[src/rtl/vector_checker_pkg.sv]
// Shared types and helpers for the vector response checker.
package vector_checker_pkg;

    typedef enum logic [1:0] {
        IDLE = 2'd0,
        RUN  = 2'd1,
        PASS = 2'd2,
        FAIL = 2'd3
    } checker_state_t;

    // Pointer width for a FIFO of the given depth (at least one bit).
    function automatic int unsigned ptr_width(input int unsigned depth);
        return (depth < 2) ? 1 : $clog2(depth);
    endfunction

endpackage

[src/rtl/vector_response_checker_fifo.sv]
// Expected-value FIFO for the response checker: DEPTH entries of DW bits,
// separate occupancy counter, synchronous flush that overrides push/pop.
module checker_fifo
    import vector_checker_pkg::*;
#(
    parameter int unsigned DW    = 8,
    parameter int unsigned DEPTH = 4
) (
    input  logic                         clock,
    input  logic                         reset_n,
    input  logic                         flush,
    input  logic                         push,
    input  logic                         pop,
    input  logic [DW-1:0]                wdata,
    output logic [DW-1:0]                rdata,
    output logic                         full,
    output logic                         empty,
    output logic [ptr_width(DEPTH):0]    count
);

    localparam int unsigned PW = ptr_width(DEPTH);
    localparam logic [PW:0] FULL_CNT = (PW+1)'(DEPTH);

    logic [DW-1:0] mem_q [DEPTH];
    logic [PW-1:0] wr_ptr_q, wr_ptr_d;
    logic [PW-1:0] rd_ptr_q, rd_ptr_d;
    logic [PW:0]   count_q, count_d;
    logic          do_push, do_pop;

    assign full    = (count_q == FULL_CNT);
    assign empty   = (count_q == '0);
    assign count   = count_q;
    assign rdata   = mem_q[rd_ptr_q];
    assign do_push = push && !full && !flush;
    assign do_pop  = pop && !empty && !flush;

    // Next pointers and occupancy; flush returns everything to empty.
    always_comb begin
        wr_ptr_d = wr_ptr_q;
        rd_ptr_d = rd_ptr_q;
        count_d  = count_q;
        if (flush) begin
            wr_ptr_d = '0;
            rd_ptr_d = '0;
            count_d  = '0;
        end else begin
            if (do_push) wr_ptr_d = wr_ptr_q + PW'(1);
            if (do_pop)  rd_ptr_d = rd_ptr_q + PW'(1);
            if (do_push && !do_pop)      count_d = count_q + (PW+1)'(1);
            else if (do_pop && !do_push) count_d = count_q - (PW+1)'(1);
        end
    end

    // Pointer and occupancy registers.
    always_ff @(posedge clock or negedge reset_n) begin
        if (!reset_n) begin
            wr_ptr_q <= '0;
            rd_ptr_q <= '0;
            count_q  <= '0;
        end else begin
            wr_ptr_q <= wr_ptr_d;
            rd_ptr_q <= rd_ptr_d;
            count_q  <= count_d;
        end
    end

    // Storage array; contents need no reset since occupancy gates reads.
    always_ff @(posedge clock) begin
        if (do_push) mem_q[wr_ptr_q] <= wdata;
    end

endmodule

[config.mk]
export PLATFORM = sky130hd
export DESIGN_NAME = checker_fifo
export DESIGN_NICKNAME = d
export VERILOG_FILES = /design/src/rtl/vector_checker_pkg.sv /design/src/rtl/vector_response_checker_fifo.sv
export SDC_FILE = /design/constraint.sdc
export NUM_CORES = 1
export LEC_CHECK = 0
export CAP_MARGIN = 10
export CORE_UTILIZATION = 38
export DETAILED_ROUTE_END_ITERATION = 10
export PLACE_DENSITY = 0.6
export SLEW_MARGIN = 0
export SYNTH_ARGS = -nofsm -noshare
export SYNTH_HDL_FRONTEND = slang
export SYNTH_SLANG_ARGS = --single-unit
[constraint.sdc]
create_clock -name clock -period 2.87 [get_ports clock]
set_input_delay 0.574 -clock clock [delete_from_list [all_inputs] [get_ports clock]]
set_output_delay 0.574 -clock clock [all_outputs]
set_load 0.005 [all_outputs]
# Yosys cells after proc, flatten, opt, wreduce, memory -nomap -nowiden
# Memory sizes are Yosys's and may differ from the RTL's.
# Index checks and enable logic that the tools add are counted.
dict set report totals {
  ramBits 32
  out_inout_bits 13
  wordCells 33
  inputBits 13
  n_memories 1
  reg_bits 7
}
# name words word_bits read_ports rd_ports_with_merged_regs write_ports line
set mem_list {}
lappend mem_list {mem_q 4 8 1 0 1 vector_response_checker_fifo.sv:24} ;# logic [DW-1:0] mem_q [DEPTH];
dict set report classes {
  add_sub_neg 4
  n_eq_ne 1
  n_reduce_logical 15
  mux 9
}
# op n
set ops {}
lappend ops {{3-bit 2-to-1 mux} 3}
lappend ops {{2-bit 2-to-1 mux} 4}
lappend ops {{1-bit logical AND} 6}
lappend ops {{1-bit logical NOT} 5}
lappend ops {{2-bit by 1-bit adder with 2-bit output, second input constant} 2}
lappend ops {{2-bit nonzero test} 2}
lappend ops {{3-bit by 1-bit adder with 3-bit output, second input constant} 1}
lappend ops {{3-bit == test, second input constant} 1}
lappend ops {{3-bit logical NOT} 1}
lappend ops {{3-bit nonzero test} 1}
lappend ops {{3-bit by 1-bit subtractor with 3-bit output, second input constant} 1}
lappend ops {{1-bit 2-to-1 mux} 2}

# Logic depth before layout (Yosys ltp)
# Gate-level depths: netlist (run 1).
dict set report logic_depth {
  depth_word 9
  depth_mapped 9
  mapped_depth_nobuf 8
}

# Worst setup path before layout (run 1)
# Ideal clock, no wire load.
dict set report synth_path {
  kind {reg2reg}
  startpoint {register count_q[0], in the netlist count[0]}
  endpoint {register count_q[2], in the netlist count[2]}
  stages_incl_launch_ff 10
  n_path_buf 1
  period_less_slack_ns 2.304
  slack_ns 0.566
  t_arrival_ns 2.238
  required_ns 2.804
  setup_ns 0.066
  cell_sequence {dfrtp_1 > buf_2 > or3b_4 > clkinv_4 > nor3_2 > and2_1 > fa_1 > a21bo_2 > a311oi_1 > o311a_1}
}
dict set report synth_between {
  word_cells_on_any_way 18
  classes_between {2 x add/sub; 1 x eq/ne; 3 x mux; 12 x reduce/logical}
}
# item line
set synth_lines {}
lappend synth_lines {{start: declaration} vector_response_checker_fifo.sv:27} ;# logic [PW:0] count_q, count_d;
lappend synth_lines {{start signal: assignment} vector_response_checker_fifo.sv:63} ;# count_q <= count_d;
lappend synth_lines {{3-bit == test (*)} vector_response_checker_fifo.sv:30} ;# assign full = (count_q == FULL_CNT);
lappend synth_lines {{via full} vector_response_checker_fifo.sv:16} ;# output logic full,
lappend synth_lines {{1-bit logical NOT (*)} vector_response_checker_fifo.sv:34} ;# assign do_push = push && !full && !flush;
lappend synth_lines {{1-bit logical AND (*) (2 in series)} vector_response_checker_fifo.sv:34}
lappend synth_lines {{1-bit logical AND or 1-bit logical NOT (tied branches)} {vector_response_checker_fifo.sv:49, vector_response_checker_fifo.sv:50}}
lappend synth_lines {{3-bit 2-to-1 mux or 1-bit logical AND (tied branches)} {vector_response_checker_fifo.sv:49, vector_response_checker_fifo.sv:50}}
lappend synth_lines {{3-bit 2-to-1 mux or 3-bit nonzero test (tied branches)} n/a}
# The timed path passes the listed nets; every way through them passes the cells marked *. The select of a mux whose other input is x is not followed.
# A chain may end at the register's enable or synchronous reset.

# Worst setup path after layout (run 1)
dict set report layout_path {
  startpoint {register rd_ptr_q[0]}
  endpoint {output rdata[5]}
}
dict set report layout_between {
  elab_chain_cells 1
}
# item line
set layout_rtl {}
lappend layout_rtl {{start: declaration} vector_response_checker_fifo.sv:26} ;# logic [PW-1:0] rd_ptr_q, rd_ptr_d;
lappend layout_rtl {{start signal: assignment} vector_response_checker_fifo.sv:62} ;# rd_ptr_q <= rd_ptr_d;
lappend layout_rtl {{memory read 4 x 8 bit} n/a}
lappend layout_rtl {{end: declaration} vector_response_checker_fifo.sv:15} ;# output logic [DW-1:0] rdata,
# Every way passes these cells.

==> reports/qor.txt, run 1 <==
Total Power: 1.68 mW
CP startpoint kind: flop
CP Data Arrival Time: 2.03 ns
Final Setup Violations: 0
IO Port Bufs: 25
H-tree Lvls: 2
IO Pins: 26
DRT iter0 DRCs: 31
first-pass GRT wire length: 4930 um
RSZ-0062 raised after global routing: false
initial antenna violation count: 0
largest net degree at the start of global routing: 13
Final Critical Period: 2.61 ns
Initial Util: 0.397
Placer Congestion: 0.751
Cell Area, Synth: 1740 um2
layout cells sized above 1: 0.221
grt ovf: 0
Fmax: 384 MHz
detail-routed via count per cell: 5.05
die area: 4850 um2
outcome: completed
CTS max path bufs: 2
Hold Slack: 0.561 ns
largest area contributor in the netlist: edfxtp_1
later-pin clock latency in the skew report: 0.29 ns
Reg clk slew, reported paths: 0.07 ns
non-filler cells, final: 188
area share of and/or/nand/nor cells after synthesis: 0.0727
WP buf/inv: 1
Synth area leaders: edfxtp_1, mux4_2, dfrtp_1
Synth cell types: 33
reg2reg setup slack: 0.36 ns
Setup WS post-layout: 0.262 ns
Worst-Margin Slew: 0.568 ns
Critical Path, Cell by Cell: mux4_2 -> clkdlybuf4s50_1
TritonCTS clock tree: done
post-synthesis mux area share: 0.128
DRC: 0
CP Max Fanout: 9
Gate Count Post-Synth: 103
Compound-Gate Fraction of Synth Area: 0.0568
Tcrit/Tclk final: 0.909
Synth warnings: 0
crit end category: output pin
post-DR wirelength/cell: 15.7 um
final hold violation count: 0
Pwr Density: 772 nW/um2
Root Driver: clkbuf_8
Post-synth EDFFs: 32
main combinational cell family by area after synthesis: multiplexers
Clock Skew: 0.00674 ns
Peak VDD IR: 0.000307 V
vias in the first global route: 1007
Core Box Area: 4380 um2
leak pwr: 0.778 nW
chip height: 69.7 um
synth-to-layout area growth: 25.2%
Crit path max-delay family: flip-flops
most common flop cell mapped by yosys: edfxtp_1
row count: 24
placed cell count: 180
cts bufs inserted: 5
Post-Route WL: 2950 um
Critical Path RT: 2.30 ns
max_cap viols: 0
Synth Net Count: 121
die width: 69.7 um
Rel. slew slack: 0.621
adder-cell area share of the yosys netlist: 0.0403
nets: 153
drt first pass iters: 4
kind of critical path: reg2out
Routed Antenna Nets: 0
Post-CTS Resized: 0
Post-Synth XOR/XNOR Area: 0.0101
pre-CTS WS: 0.252 ns
slowest stage delay, CP: 0.71 ns
Detail Placement HPWL: 2000 um
Setup TNS Final: 0 ns
R2R depth: 8
Hold Buf Count CTS: 0
setup bufs post-CTS: 0
FF+latch count, synth: 39
final slew viol count: 0
Ant. Diodes: 0
FF-to-FF End: count[2]
vias after detailed routing: 950
post-synthesis sequential area ratio: 0.653
clk sink count: 39
GRT Util Overall: 0.137
Hold Path Class: in2async
Syn Area/Cell: 16.9 um2
fraction of registers with async set/reset: 0.179
CP max stage cell: dfrtp_1
FF-to-FF Start: count[2]
Synth top area share: 0.553
layout by cell type (no fill, tap or decap), types with 2 or more instances in the layout:
cell | synthesis | routed
inv_1 | 5 | 5
nor2_1 | 9 | 9
clkbuf_8 | 0 | 6
ha_1 | 4 | 4
mux2i_1 | 2 | 2
nand3b_1 | 2 | 2
clkdlybuf4s50_1 | 0 | 25
mux2_1 | 2 | 2
a21oi_2 | 2 | 2
xor2_1 | 2 | 2
and2_1 | 5 | 5
buf_4 | 1 | 6
mux4_2 | 8 | 8
nand3_1 | 2 | 2
edfxtp_1 | 32 | 32
dfrtp_1 | 7 | 7
worst max-delay path by stage:
stage | start | end | slack, ns | cells past startpoint
after floorplan | count[0] | count[2] | 0.57 | 9
after global placement | push | count[2] | 0.34 | 8
after detailed placement | push | count[2] | 0.25 | 8
after CTS | rd_ptr_q[0] | rdata[7] | 0.19 | 2
after global routing | rd_ptr_q[0] | rdata[2] | 0.13 | 2
final | rd_ptr_q[0] | rdata[5] | 0.26 | 2
logic make-up after synthesis:
group           after synthesis
fa+ha+maj                     5
mux                          12
compound gates               11
flops                        39
xor+xnor                      2
buf+inv                      12
simple gates                 22
power breakdown:
part           internal, mW  leakage, nW  switching, mW  total [mW]
clock                 0.281       0.0612          0.183       0.464
combinational         0.305        0.334          0.184       0.489
sequential            0.661        0.383         0.0659       0.727
flip-flops by register name (all words and copies together), names as in the netlist:
signal and flops:
mem_q 32, count 3, rd_ptr_q 2, wr_ptr_q 2
layer usage:
metal  part of all wire  vias to the layer above  GRT usage  wire length [um]
met1               0.44                      475      0.165              1300
met5                  0                        -          0                 0
met2               0.51                       19      0.224              1500
met4              0.010                        0     0.0600                31
met3              0.040                        4     0.0480               117
li1                   -                      452          -                 -
final cells by class:
cell class	count	area [um2]
fillers	368	2210
flip-flops and latches	39	1140
multi-input cells	52	536
repair buffers	31	295
clock buffers	6	82.6
well taps	52	65.1
clock inverters	2	35.0
inverters	6	27.5
cells in the mapped netlist (2+ instances only):
library cell,n
inv_1,5
and2_1,5
dfrtp_1,7
nand3b_1,2
a21oi_2,2
buf_2,2
mux2_1,2
edfxtp_1,32
nand3_1,2
ha_1,4
mux4_2,8
mux2i_1,2
nor2_1,9
xor2_1,2
per-stage QoR:
step | util | area, um2
2_1_floorplan | - | 1740
3_3_place_gp | 0.470 | 2060
3_5_place_dp | 0.470 | 2060
4_1_cts | 0.497 | 2180
5_1_grt | 0.497 | 2180
6_report | 0.497 | 2180
Power figures use the tool's default switching activity.
==> inputs of run 2 (changes only) <==
--- a/config.mk
+++ b/config.mk
@@ -7,6 +7,7 @@
 export LEC_CHECK = 0
 export CAP_MARGIN = 10
 export CORE_UTILIZATION = 38
+export CTS_BUF_LIST = sky130_fd_sc_hd__clkbuf_8
 export DETAILED_ROUTE_END_ITERATION = 10
 export PLACE_DENSITY = 0.6
 export SLEW_MARGIN = 0
==> results of run 2 <==
Same layout as run 1: the final DEF is identical, and so are final timing and power.
==> inputs of run 3 (changes only) <==
==> constraint.sdc (replaced) <==
create_clock -name clock -period 2.95 [get_ports clock]
set_input_delay 0.59 -clock clock [delete_from_list [all_inputs] [get_ports clock]]
set_output_delay 0.59 -clock clock [all_outputs]
set_load 0.005 [all_outputs]
==> run 3 against run 2 <==
Effect of this change: highest routed layer unchanged; combinational power down 7.0%; die area unchanged; clock power down 30%.
==> reports/qor.txt, run 3 (synthesis results as in run 1) <==
outcome: completed
die width: 69.7 um
finished layout cell area: 2130 um2
CTS max path bufs: 2
DRC: 0
Peak VDD IR: 0.000281 V
setup bufs post-CTS: 0
grt ovf: 0
leak pwr: 0.764 nW
commonest cells after routing, fill and taps aside: edfxtp_1, clkdlybuf4s50_1, nor2_1
Root Driver: clkbuf_8
DRT iter0 DRCs: 43
Fmax: 381 MHz
Initial Util: 0.397
Setup TNS Final: 0 ns
Critical Path RT: 2.36 ns
Core Box Area: 4380 um2
vias in the first global route: 1022
Reg clk slew, reported paths: 0.07 ns
Ant. Diodes: 0
detail-routed via count per cell: 5.21
vias after detailed routing: 974
Post-Route WL: 2960 um
Rel. slew slack: 0.619
Post-CTS Resized: 0
Clock Skew: 0.00578 ns
CP startpoint kind: flop
TritonCTS clock tree: done
drt first pass iters: 4
final hold violation count: 0
Pwr Density: 703 nW/um2
largest net degree at the start of global routing: 12
crit end category: output pin
nets: 152
CP Data Arrival Time: 2.03 ns
final slew viol count: 0
row count: 24
post-placement cell area: 2050 um2
Hold Buf Count CTS: 0
commonest non-fill, non-tap cell in the layout: edfxtp_1
kind of critical path: reg2out
Hold Slack: 0.570 ns
CP Max Fanout: 9
max FFs per register: 32
final core utilization: 0.486
IO Pins: 26
max_cap viols: 0
clk sink count: 39
RSZ-0062 raised after global routing: false
Placer Congestion: 0.751
Final Critical Period: 2.62 ns
post-DR wirelength/cell: 15.9 um
Detail Placement HPWL: 1990 um
GRT Util Overall: 0.141
Routed Antenna Nets: 0
H-tree Lvls: 2
IO Port Bufs: 25
layout cells sized above 1: 0.193
die area: 4850 um2
Hold Path Class: in2async
Worst-Margin Slew: 0.571 ns
cts bufs inserted: 5
synth-to-layout area growth: 22.6%
chip height: 69.7 um
Setup WS post-layout: 0.327 ns
pre-CTS WS: 0.346 ns
R2R depth: 8
initial antenna violation count: 0
Final Setup Violations: 0
first-pass GRT wire length: 5060 um
Tcrit/Tclk final: 0.889
Biggest register: mem_q
later-pin clock latency in the skew report: 0.29 ns
==> run 3: cell count changes in the layout (fill, tap and decap cells not counted), sizes merged <==
| cell | previous run | this run |
|---|---|---|
| inv | 5 | 8 |
| buf | 6 | 5 |
| bufinv | 1 | 0 |
| clkbuf | 6 | 5 |
| clkinv | 2 | 1 |
==> run 3: worst max-delay path, stage by stage, from the launching register on <==
cell and delay [ns]:
dfrtp_1 0.71, mux4_2 0.58, clkdlybuf4s50_1 0.46
==> run 3: final timing paths <==
check,start,to,slack (ns)
max,rd_ptr_q[0],rdata[7],0.33
min,reset_n,count[1],0.57
max reg2reg,count[2],count[2],0.52
min reg2reg,wr_ptr_q[1],wr_ptr_q[1],0.60
max in group asynchronous,reset_n,count[0],2.12
min in group clock,wr_ptr_q[1],wr_ptr_q[1],0.60
==> run 3: through the flow <==
stage | total power, mW | std cells
floorplan | 0.990 | 103
global placement | 1.19 | 179
detailed placement | 1.19 | 179
CTS | 1.52 | 187
global route | 1.60 | 187
finish | 1.50 | 187
==> run 3: layout make-up <==
cell class / count / area [um2]
clock buffers: 5 / 68.8
clock inverters: 3 / 11.3
inverters: 6 / 27.5
multi-input cells: 52 / 536
repair buffers: 30 / 288
fillers: 370 / 2250
flip-flops and latches: 39 / 1140
well taps: 52 / 65.1
==> run 3: per-layer routing <==
metal | routed length, um | global-route usage
met1 | 1250 | 0.170
met2 | 1550 | 0.235
met3 | 111 | 0.0451
met4 | 51 | 0.0600
met5 | 0 | 0
==> run 3: power breakdown <==
group / total (mW) / internal, mW / switching (mW) / leakage (nW)
Combinational: 0.455 / 0.289 / 0.166 / 0.328
Sequential: 0.719 / 0.644 / 0.0756 / 0.383
Clock: 0.324 / 0.157 / 0.167 / 0.0519
